File: src/rtl/pcf8563_time_reader.sv
`default_nettype none
// ============================================================================
// Module   : pcf8563_time_reader
// Function : Issues seven single-byte PCF8563 reads through iic_master and
//            publishes a masked, atomic BCD time snapshot with a valid strobe.
// Revision : 1.0 - initial release
// ============================================================================
module pcf8563_time_reader #(
    parameter int         TIMEOUT   = 2000000,
    parameter logic [7:0] ADDR_BASE = 8'h02
) (
    input  logic       clk,
    input  logic       rst,
    input  logic       en,
    input  logic       trig,
    output logic       m_start,
    output logic [7:0] m_reg_addr,
    output logic       m_w,
    output logic [7:0] m_wd,
    input  logic [7:0] m_rdata,
    input  logic       m_done,
    output logic [6:0] sec,
    output logic [6:0] min,
    output logic [5:0] hour,
    output logic [5:0] day,
    output logic [2:0] wday,
    output logic [4:0] month,
    output logic       century,
    output logic [7:0] year,
    output logic       vl,
    output logic       bcd_ok,
    output logic       valid,
    output logic       busy,
    output logic       err
);

    localparam int                   C_CNT_W    = (TIMEOUT > 1) ? $clog2(TIMEOUT) : 1;
    localparam logic [C_CNT_W-1:0]   C_CNT_LAST = C_CNT_W'(TIMEOUT - 1);
    localparam logic [2:0]           C_IDX_LAST = 3'd6;

    localparam logic [1:0] C_IDLE   = 2'd0;
    localparam logic [1:0] C_ISSUE  = 2'd1;
    localparam logic [1:0] C_WAIT   = 2'd2;
    localparam logic [1:0] C_COMMIT = 2'd3;

    logic [1:0]         state_q, state_d;
    logic [2:0]         idx_q, idx_d;
    logic [C_CNT_W-1:0] cnt_q, cnt_d;
    logic [7:0]         shadow_q [7];
    logic [7:0]         shadow_d [7];

    logic [6:0] sec_q, sec_d, min_q, min_d;
    logic [5:0] hour_q, hour_d, day_q, day_d;
    logic [2:0] wday_q, wday_d;
    logic [4:0] month_q, month_d;
    logic [7:0] year_q, year_d;
    logic       century_q, century_d, vl_q, vl_d, bcd_ok_q, bcd_ok_d, valid_q, valid_d;

    logic w_cnt_last;
    logic w_commit;
    logic w_bcd_ok;
    logic w_unused;

    function automatic logic bcd_byte_ok(input logic [7:0] v);
        return (v[7:4] <= 4'd9) && (v[3:0] <= 4'd9);
    endfunction

    assign w_cnt_last = (cnt_q == C_CNT_LAST);
    assign w_commit   = en && (state_q == C_COMMIT);

    always_ff @(posedge clk) begin
        if (rst) begin
            state_q   <= C_IDLE;
            idx_q     <= 3'd0;
            cnt_q     <= '0;
            shadow_q  <= '{default: 8'h00};
            sec_q     <= 7'd0;
            min_q     <= 7'd0;
            hour_q    <= 6'd0;
            day_q     <= 6'd0;
            wday_q    <= 3'd0;
            month_q   <= 5'd0;
            year_q    <= 8'd0;
            century_q <= 1'b0;
            vl_q      <= 1'b0;
            bcd_ok_q  <= 1'b0;
            valid_q   <= 1'b0;
        end else begin
            state_q   <= state_d;
            idx_q     <= idx_d;
            cnt_q     <= cnt_d;
            shadow_q  <= shadow_d;
            sec_q     <= sec_d;
            min_q     <= min_d;
            hour_q    <= hour_d;
            day_q     <= day_d;
            wday_q    <= wday_d;
            month_q   <= month_d;
            year_q    <= year_d;
            century_q <= century_d;
            vl_q      <= vl_d;
            bcd_ok_q  <= bcd_ok_d;
            valid_q   <= valid_d;
        end
    end

    // m_done takes priority over timeout expiry in the same cycle.
    always_comb begin
        state_d  = state_q;
        idx_d    = idx_q;
        cnt_d    = cnt_q;
        shadow_d = shadow_q;
        if (en) begin
            case (state_q)
                C_IDLE: begin
                    idx_d = 3'd0;
                    if (trig) state_d = C_ISSUE;
                end
                C_ISSUE: begin
                    cnt_d   = '0;
                    state_d = C_WAIT;
                end
                C_WAIT: begin
                    if (m_done) begin
                        shadow_d[idx_q] = m_rdata;
                        if (idx_q == C_IDX_LAST) begin
                            state_d = C_COMMIT;
                        end else begin
                            idx_d   = idx_q + 3'd1;
                            state_d = C_ISSUE;
                        end
                    end else if (w_cnt_last) begin
                        idx_d   = 3'd0;
                        state_d = C_IDLE;
                    end else begin
                        cnt_d = cnt_q + 1'b1;
                    end
                end
                default: begin
                    idx_d   = 3'd0;
                    state_d = C_IDLE;
                end
            endcase
        end
    end

    always_comb begin
        m_start    = en && (state_q == C_ISSUE);
        m_reg_addr = ADDR_BASE + {5'd0, idx_q};
        m_w        = 1'b0;
        m_wd       = 8'h00;
        busy       = (state_q != C_IDLE);
        err        = en && (state_q == C_WAIT) && !m_done && w_cnt_last;
    end

    // Only the masked fields are checked, so bits that never reach an output cannot spoil bcd_ok.
    assign w_bcd_ok = bcd_byte_ok({1'b0, shadow_q[0][6:0]}) &&
                      bcd_byte_ok({1'b0, shadow_q[1][6:0]}) &&
                      bcd_byte_ok({2'b0, shadow_q[2][5:0]}) &&
                      bcd_byte_ok({2'b0, shadow_q[3][5:0]}) &&
                      bcd_byte_ok({3'b0, shadow_q[5][4:0]}) &&
                      bcd_byte_ok(shadow_q[6]);

    always_comb begin
        sec_d     = sec_q;
        vl_d      = vl_q;
        min_d     = min_q;
        hour_d    = hour_q;
        day_d     = day_q;
        wday_d    = wday_q;
        month_d   = month_q;
        century_d = century_q;
        year_d    = year_q;
        bcd_ok_d  = bcd_ok_q;
        valid_d   = w_commit;
        if (w_commit) begin
            sec_d     = shadow_q[0][6:0];
            vl_d      = shadow_q[0][7];
            min_d     = shadow_q[1][6:0];
            hour_d    = shadow_q[2][5:0];
            day_d     = shadow_q[3][5:0];
            wday_d    = shadow_q[4][2:0];
            month_d   = shadow_q[5][4:0];
            century_d = shadow_q[5][7];
            year_d    = shadow_q[6];
            bcd_ok_d  = w_bcd_ok;
        end
    end

    assign w_unused = ^{shadow_q[1][7], shadow_q[2][7:6], shadow_q[3][7:6],
                        shadow_q[4][7:3], shadow_q[5][6:5]};

    assign sec     = sec_q;
    assign min     = min_q;
    assign hour    = hour_q;
    assign day     = day_q;
    assign wday    = wday_q;
    assign month   = month_q;
    assign century = century_q;
    assign year    = year_q;
    assign vl      = vl_q;
    assign bcd_ok  = bcd_ok_q;
    assign valid   = valid_q;

endmodule
`default_nettype wire

File: config.mk
export PLATFORM = sky130hd
export DESIGN_NAME = pcf8563_time_reader
export DESIGN_NICKNAME = d
export VERILOG_FILES = /design/src/rtl/pcf8563_time_reader.sv
export SDC_FILE = /design/constraint.sdc
export NUM_CORES = 1
export LEC_CHECK = 0
export ABC_AREA = 1
export BUFFER_PORTS_ARGS = -buffer_cell sky130_fd_sc_hd__buf_2
export CELL_PAD_IN_SITES_DETAIL_PLACEMENT = 1
export CELL_PAD_IN_SITES_GLOBAL_PLACEMENT = 1
export CORE_ASPECT_RATIO = 1.4
export CORE_MARGIN = 2
export CORE_UTILIZATION = 25
export DETAILED_ROUTE_END_ITERATION = 10
export GPL_TIMING_DRIVEN = 1
export PLACE_DENSITY = 0.54
export SYNTH_ARGS = -nofsm -noshare
export SYNTH_HDL_FRONTEND = slang
export SYNTH_SLANG_ARGS = --single-unit
File: constraint.sdc
create_clock -name clk -period 4.85 [get_ports clk]
set_clock_uncertainty 0.2 [all_clocks]
set_input_delay 0.485 -clock clk [delete_from_list [all_inputs] [get_ports clk]]
set_output_delay 0.485 -clock clk [all_outputs]
set_load 0.1 [all_outputs]
### Yosys cells after proc, flatten, opt, wreduce, memory -nomap -nowiden

Index checks and enable logic that the tools add are counted.

* register bits after elaboration: 128
* input bits: 13
* output and inout bits: 66
* word-level logic and storage cells: 88

* add/sub/neg operators: 3
* magnitude comparators: 13
* equal/unequal tests: 10
* mux-type cells: 15
* bitwise operators: 2
* reductions and logical operators: 24

Operator list (count)
* bitwise mux 56 bit: 1
* 2-to-1 mux 21 bit: 2
* case mux 21 bit (2 select lines): 1
* less-or-equal comparator 4 bit, second input constant: 7
* demux 8 bit (select 3 bit): 1
* adder 21 x 1 -> 21 bit, second input constant: 1
* == test 21 bit, second input constant: 1
* logical AND 1 bit: 16
* 2-to-1 mux 3 bit: 3
* less-or-equal comparator 2 x 4 -> 1 bit, second input constant: 2
* less-or-equal comparator 3 x 4 -> 1 bit, second input constant: 2
* 2-to-1 mux 2 bit: 4
* 2-to-1 mux 8 bit: 1
* AND reduction 4 bit: 2
* != test 2 bit, second input constant: 3
* != test 3 bit, second input constant: 2
* case mux 2 bit (3 select lines): 1
* case mux 3 bit (2 select lines): 1
* AND reduction 3 bit: 2
* adder 2 x 3 -> 4 bit, first input constant: 1
* == test 2 bit, second input constant: 2
* >= comparator 4 bit, second input constant: 1
* < comparator 4 x 1 -> 1 bit, second input constant: 1
* NOT 3 -> 4 bit: 1
* other kinds (7): 8

### Depth between registers and ports, before layout

Gate-level depths: netlist of run 1.

* word-level depth: 7
* gate-level depth with buffers: 12
* depth with buffers taken out: 11

### Worst setup path before layout of run 1

No wires, ideal clock.

* kind: register -> output
* start point: reg cnt_q[0]
* end point: out err
* arrival time: 2219 ps
* required time: 4165 ps
* path slack: 1946 ps
* cell stages (with the launch flop): 6
* path buffers: 0
* path through: dfxtp_1 -> ha_1 -> nand3_1 -> nor4_1 -> nand2_1 -> nor2_1

* longest elaborated chain between the ends: 2

RTL lines
* from (decl): line 48 `logic [C_CNT_W-1:0] cnt_q, cnt_d;`
* from (signal assigned): line 91 `cnt_q <= cnt_d;`
* == test 21 bit: line 68 `assign w_cnt_last = (cnt_q == C_CNT_LAST);`
* logical AND 1 bit: line 153 `err = en && (state_q == C_WAIT) && !m_done && w_cnt_last;`
* to (decl): line 34 `output logic err`

No other way between the ends.

### Final worst setup path of run 1

* start point: reg state_q[0]
* end point: out err

* longest elaborated chain between the ends: 4

RTL lines
* from (decl): line 46 `logic [1:0] state_q, state_d;`
* from (signal assigned): line 89 `state_q <= state_d;`
* == test 2 bit: line 153
* logical AND 1 bit (3 in series): line 153

No other way between the ends.

==> results of run 1 <==
worst min-delay path: cells and delay by family:
kind | cells | cell delay, ns
buffers and inverters | 1 | 0.10
AND/OR/NAND/NOR | 1 | 0.07
AO/OA/AOI/OAI | 1 | 0.08
cell families after synthesis:
family	share of synthesized area, %
adders and majority gates	1.66
other	0.0710
and+or+nand+nor	29.9
xor gates and xnor gates	0.332
AOI/OAI and AO/OA	13.7
DFF	44.0
buffers and inverters	10.3
state kept, by name, summed over array words and instances (netlist names), 3 cells and up:
register,count
day,6
wday,3
hour,6
year,8
month,5
sec,7
cnt_q,21
min,7
shadow_q,44
idx_q,3
per-stage QoR:
stage	hold WS (ns)	worst slack (ns)	instance area (um2)	total power, uW
2_1_floorplan	0.230	1.95	5320	1150
3_3_place_gp	0.252	2.18	5690	1170
3_5_place_dp	0.252	2.08	5690	1180
4_1_cts	0.155	1.89	6240	2380
5_1_grt	0.180	1.81	6240	2430
6_report	0.165	1.99	6240	2340
layout make-up:
class | instances | area share [%]
repair buffers | 67 | 5.45
clock inverters | 14 | 2.08
multi-input cells | 523 | 39.4
inverters | 64 | 3.99
clock buffers | 17 | 6.81
flip-flops and latches | 116 | 37.2
well taps | 256 | 5.13
worst paths after layout:
| kind | depth (start not counted) | end | from |
|---|---|---|---|
| worst max-delay path | 6 | err | state_q[0] |
| worst min-delay path | 3 | shadow_q[6] | m_rdata[6] |
| worst max register to register | 6 | bcd_ok | state_q[1] |
| worst min register to register | 2 | shadow_q[50] | shadow_q[50] |
layout by cell type (no fill, tap or decap), types with 3 or more instances in the layout:
| cell | instances |
|---|---|
| inv_6 | 4 |
| nor3b_1 | 3 |
| clkinv_4 | 4 |
| nor2_2 | 6 |
| o21ai_0 | 87 |
| o21ai_1 | 7 |
| clkbuf_16 | 17 |
| a21oi_1 | 36 |
| nand2_1 | 91 |
| o21bai_1 | 3 |
| clkinv_2 | 4 |
| buf_2 | 65 |
| ha_1 | 7 |
| nand3_2 | 7 |
| nand4_1 | 7 |
| nand2_2 | 7 |
| dfxtp_1 | 116 |
| a21oi_2 | 4 |
| nor2_1 | 175 |
| nand3_1 | 55 |
| or2_2 | 3 |
| inv_1 | 50 |
| conb_1 | 13 |
| inv_2 | 10 |
layer usage:
layer | up-vias | part of all wire (%) | GRT usage, % | wire (um)
met5 | - | 0 | 0 | 0
met4 | 0 | 1.6 | 5.49 | 259
li1 | 2452 | - | - | -
met2 | 72 | 53 | 28.5 | 8740
met1 | 2303 | 43 | 16.9 | 6960
met3 | 17 | 2.5 | 3.03 | 403
power groups by stage:
stage | clock network [uW] | logic (uW) | registers (uW)
2_1_floorplan | 0 | 153 | 997
3_3_place_gp | 0 | 182 | 990
3_5_place_dp | 0 | 186 | 990
4_1_cts | 1230 | 187 | 969
5_1_grt | 1270 | 199 | 970
6_report | 1190 | 184 | 969
==> results.json, run 1 <==
{
  "drt_wl_total_mm": 16.4,
  "synth_top_area_cell": "dfxtp_1",
  "final_antenna_net_count": 0,
  "cts_tree": "yes",
  "switchingPower_uw": 648,
  "path_class": "reg -> out",
  "tightest_slew_ns": 0.927,
  "grt_pass1_vias": 5070,
  "crit_fanout": 16,
  "seqPwrFrac_pct": 41.4,
  "synth_warnings": 0,
  "slowest_delay_ns": 0.45,
  "cp.arrival_ns": 2.18,
  "drc": 0,
  "instances_no_fill": 1057,
  "netlist_top_cells_area": "dfxtp_1, nor2_1, o21ai_0",
  "layout.nets": 809,
  "cp_top_family": "buffers and inverters",
  "start_util_pct": 25.6,
  "place_congestion": 0.827,
  "cap_viol_max_count": 0,
  "min_period_over_period_pct": 59.0,
  "synthTopCellsByCount": "nor2_1, dfxtp_1, nand2_1, o21ai_0, nand3_1",
  "hold_violations": 0,
  "worstSkewPairLatency_ns": 0.41,
  "multiInputGateArea_um2": 2460,
  "synth.most_common_cell": "nor2_1",
  "syn_area_um2": 5280,
  "netlist_instances": 736,
  "fmax_mhz": 350,
  "synth-async-reset-ratio_pct": 0,
  "grtUsageTotal_pct": 15.2,
  "rows": 62,
  "setup_tns_ns": 0,
  "crit_path_end_kind": "output pin",
  "cts_resized": 0,
  "synth-edff-count": 0,
  "dr.pass1.iters": 4,
  "ys_ff_latch": 116,
  "dp_hpwl_mm": 11.7,
  "htreeDepth": 4,
  "synth_cell_types": 36,
  "grt-ovfl-total": 0,
  "p_leak_uw": 0.00268,
  "yosysSeqAreaShare_pct": 44.0,
  "clockRootBuffer": "clkbuf_16",
  "synthFlopType": "dfxtp_1",
  "reg2reg_slack_ns": 2.38,
  "crit_slowest_cell": "buf_2",
  "path_cells": "inv_2 -> nand2_1 -> inv_8 -> nand3_1 -> nor2_1 -> buf_2",
  "cts.path.max_buffers": 2,
  "n_fill_cell": 2574,
  "powerDensity_nw_per_um2": 375,
  "critPathRequiredTime_ns": 4.16,
  "combPwrFrac_pct": 7.8,
  "min_path_type": "in -> reg",
  "vias": 4844,
  "syn_to_final_growth_pct": 18.3,
  "grt_max_degree": 101,
  "run_status": "finished, final reports clean",
  "io_pins": 79,
  "postCtsSetupBuffers": 0,
  "dp_cells": 1026,
  "switching_share_pct": 27.7,
  "period_minus_slack_ns": 2.86,
  "p_int_uw": 1700,
  "core_area_um2": 20600,
  "drt_iter0_drc": 147,
  "synth_top_cell_area_share_pct": 44.0,
  "startpoint_type": "flip-flop",
  "hold_buffers": 0,
  "path_clk_slew_ns": 0.06,
  "ir_drop_uv": 252,
  "rsz0062_at_grt": "false",
  "die_w_um": 127,
  "dieArea_um2": 22300,
  "port_buffers": 65,
  "die_h_um": 176,
  "final_max_slew_viol_count": 0,
  "antennaDiodeCount": 0,
  "regArea_um2": 2320,
  "cts_made_buffers": 17,
  "clock-sinks": 116,
  "routed_via_density": 4.58,
  "synth.avg_cell_area_um2": 7.17,
  "crit_buf_inv": 3,
  "antenna_found_initial": 0,
  "wl_per_cell_um": 15.5,
  "grt_pass1_wl_mm": 26.5,
  "setup_violations": 0,
  "p_clk_share_pct": 50.8,
  "slew_headroom_pct": 38.2,
  "fin_util_pct": 30.3,
  "final_layout_size_suffix_gt1_share_pct": 17.5
}
Note: power is estimated with default switching activity, not from simulation.
==> run 2, diff against run 1 <==
==> constraint.sdc (replaced) <==
create_clock -name clk -period 2.9 [get_ports clk]
set_clock_uncertainty 0.2 [all_clocks]
set_input_delay 0.29 -clock clk [delete_from_list [all_inputs] [get_ports clk]]
set_output_delay 0.29 -clock clk [all_outputs]
set_load 0.1 [all_outputs]
==> run 2 against run 1 <==
Setup slack got worse by 1.7 ns. Largest power group unchanged. Global-route usage increased by 0.051 points. Sequential cell count unchanged. Register-to-register slack got worse by 1.7 ns. Wire length increased by 2.2%. Cell count increased by 0.57%. First-iteration DRC count increased by 86%. Combinational power increased by 71%.
==> results.json, run 2 (same netlist as run 1, synthesis figures left out) <==
{
  "run_status": "finished, final reports clean",
  "path_cells": "inv_2 -> nand2_1 -> inv_8 -> nand3_1 -> nor2_1 -> buf_2",
  "slew_headroom_pct": 54.8,
  "die_h_um": 176,
  "dr.pass1.iters": 4,
  "crit_slowest_cell": "buf_2",
  "grtUsageTotal_pct": 15.3,
  "routed_via_density": 4.66,
  "period_minus_slack_ns": 2.60,
  "min_path_type": "in -> reg",
  "rsz0062_at_grt": "false",
  "rows": 62,
  "vias": 4956,
  "cts_made_buffers": 17,
  "largest_reg_flops": 44,
  "layout.nets": 814,
  "setup_tns_ns": 0,
  "powerDensity_nw_per_um2": 634,
  "dp_hpwl_mm": 12.1,
  "final_max_slew_viol_count": 0,
  "cp.arrival_ns": 2.11,
  "wl_per_cell_um": 15.7,
  "syn_to_final_growth_pct": 19.8,
  "antenna_found_initial": 0,
  "slowest_delay_ns": 0.44,
  "cts_tree": "yes",
  "crit_fanout": 16,
  "hold_violations": 0,
  "p_leak_uw": 0.00271,
  "critPathRequiredTime_ns": 2.41,
  "dieArea_um2": 22300,
  "clock-sinks": 116,
  "htreeDepth": 4,
  "path_clk_slew_ns": 0.06,
  "crit_path_end_kind": "output pin",
  "drt_wl_total_mm": 16.7,
  "start_util_pct": 25.6,
  "final_common_cell": "nor2_1",
  "path_class": "reg -> out",
  "tightest_slew_ns": 0.676,
  "grt_pass1_wl_mm": 26.8,
  "die_w_um": 127,
  "drt_iter0_drc": 273,
  "antennaDiodeCount": 0,
  "final_layout_size_suffix_gt1_share_pct": 17.8,
  "port_buffers": 65,
  "regMostFlops": "shadow_q",
  "cts.path.max_buffers": 2,
  "hold_ws_ns": 0.0411,
  "fmax_mhz": 384,
  "cap_viol_max_count": 0,
  "n_fill_cell": 2594,
  "io_pins": 79,
  "cts_resized": 0,
  "grt_pass1_vias": 5179,
  "final_cell_mix": "nor2_1, dfxtp_1, nand2_1, o21ai_0, buf_2",
  "grt-ovfl-total": 0,
  "ir_drop_uv": 383,
  "grt_max_degree": 58,
  "core_area_um2": 20600,
  "startpoint_type": "flip-flop",
  "min_period_over_period_pct": 89.8,
  "setup_violations": 0,
  "drc": 0,
  "clockRootBuffer": "clkbuf_16",
  "place_congestion": 0.851,
  "final_antenna_net_count": 0,
  "worstSkewPairLatency_ns": 0.42
}
==> run 2: metrics by stage <==
stage	std cells	cell area [um2]	setup WS [ns]	total power, uW	utilization, %
after floorplan	748	5320	0.191	1920	-
after global placement	1029	5720	0.766	1960	27.7
after detailed placement	1029	5720	0.702	1970	27.7
after CTS	1063	6320	0.260	4060	30.7
after global routing	1063	6320	0.151	4160	30.7
final	1063	6320	0.295	4010	30.7
==> run 2: metal layers <==
metal  track usage [%]  share of wire (%)  vias to the layer above
li1                  -                  -                     2462
met1              17.4                 42                     2360
met2              27.2                 51                       98
met3              3.03                3.2                       36
met4              7.42                3.2                        0
met5                 0                  0                        -
==> run 2: power by group <==
group          leakage, uW  switching [uW]  internal (uW)  total (uW)
registers         0.000935            15.6           1610        1620
logic              0.00150             261           53.2         315
clock network     0.000277             849           1230        2080
==> run 2: final timing paths <==
path | start | endpoint | slack (ns) | cells past startpoint
max | state_q[0] | err | 0.30 | 6
min | m_rdata[5] | shadow_q[29] | 0.04 | 3
max reg2reg | state_q[0] | cnt_q[11] | 0.73 | 11
min reg2reg | shadow_q[50] | shadow_q[50] | 0.26 | 2
==> run 2: cell type report <==
| cell class | count | area (um2) | area share (%) |
|---|---|---|---|
| clock inverters | 14 | 143 | 2.26 |
| multi-input cells | 523 | 2460 | 38.9 |
| flip-flops and latches | 116 | 2320 | 36.7 |
| well taps | 256 | 320 | 5.06 |
| clock buffers | 18 | 439 | 6.94 |
| repair buffers | 72 | 395 | 6.25 |
| inverters | 64 | 248 | 3.92 |
==> run 2: worst max-delay path: cells and delay by family (launching register included) <==
kind	cells	cell delay, ns
DFF	1	0.32
and+or+nand+nor	3	0.57
buffers and inverters	3	0.79
==> run 2: repair_timing <==
| action | in CTS | in global routing |
|---|---|---|
| setup endpoints to repair | 0 | 0 |
| hold buffers | 2 | 0 |
| endpoints found under the hold margin | 6 | 0 |
| setup buffers | 0 | 0 |
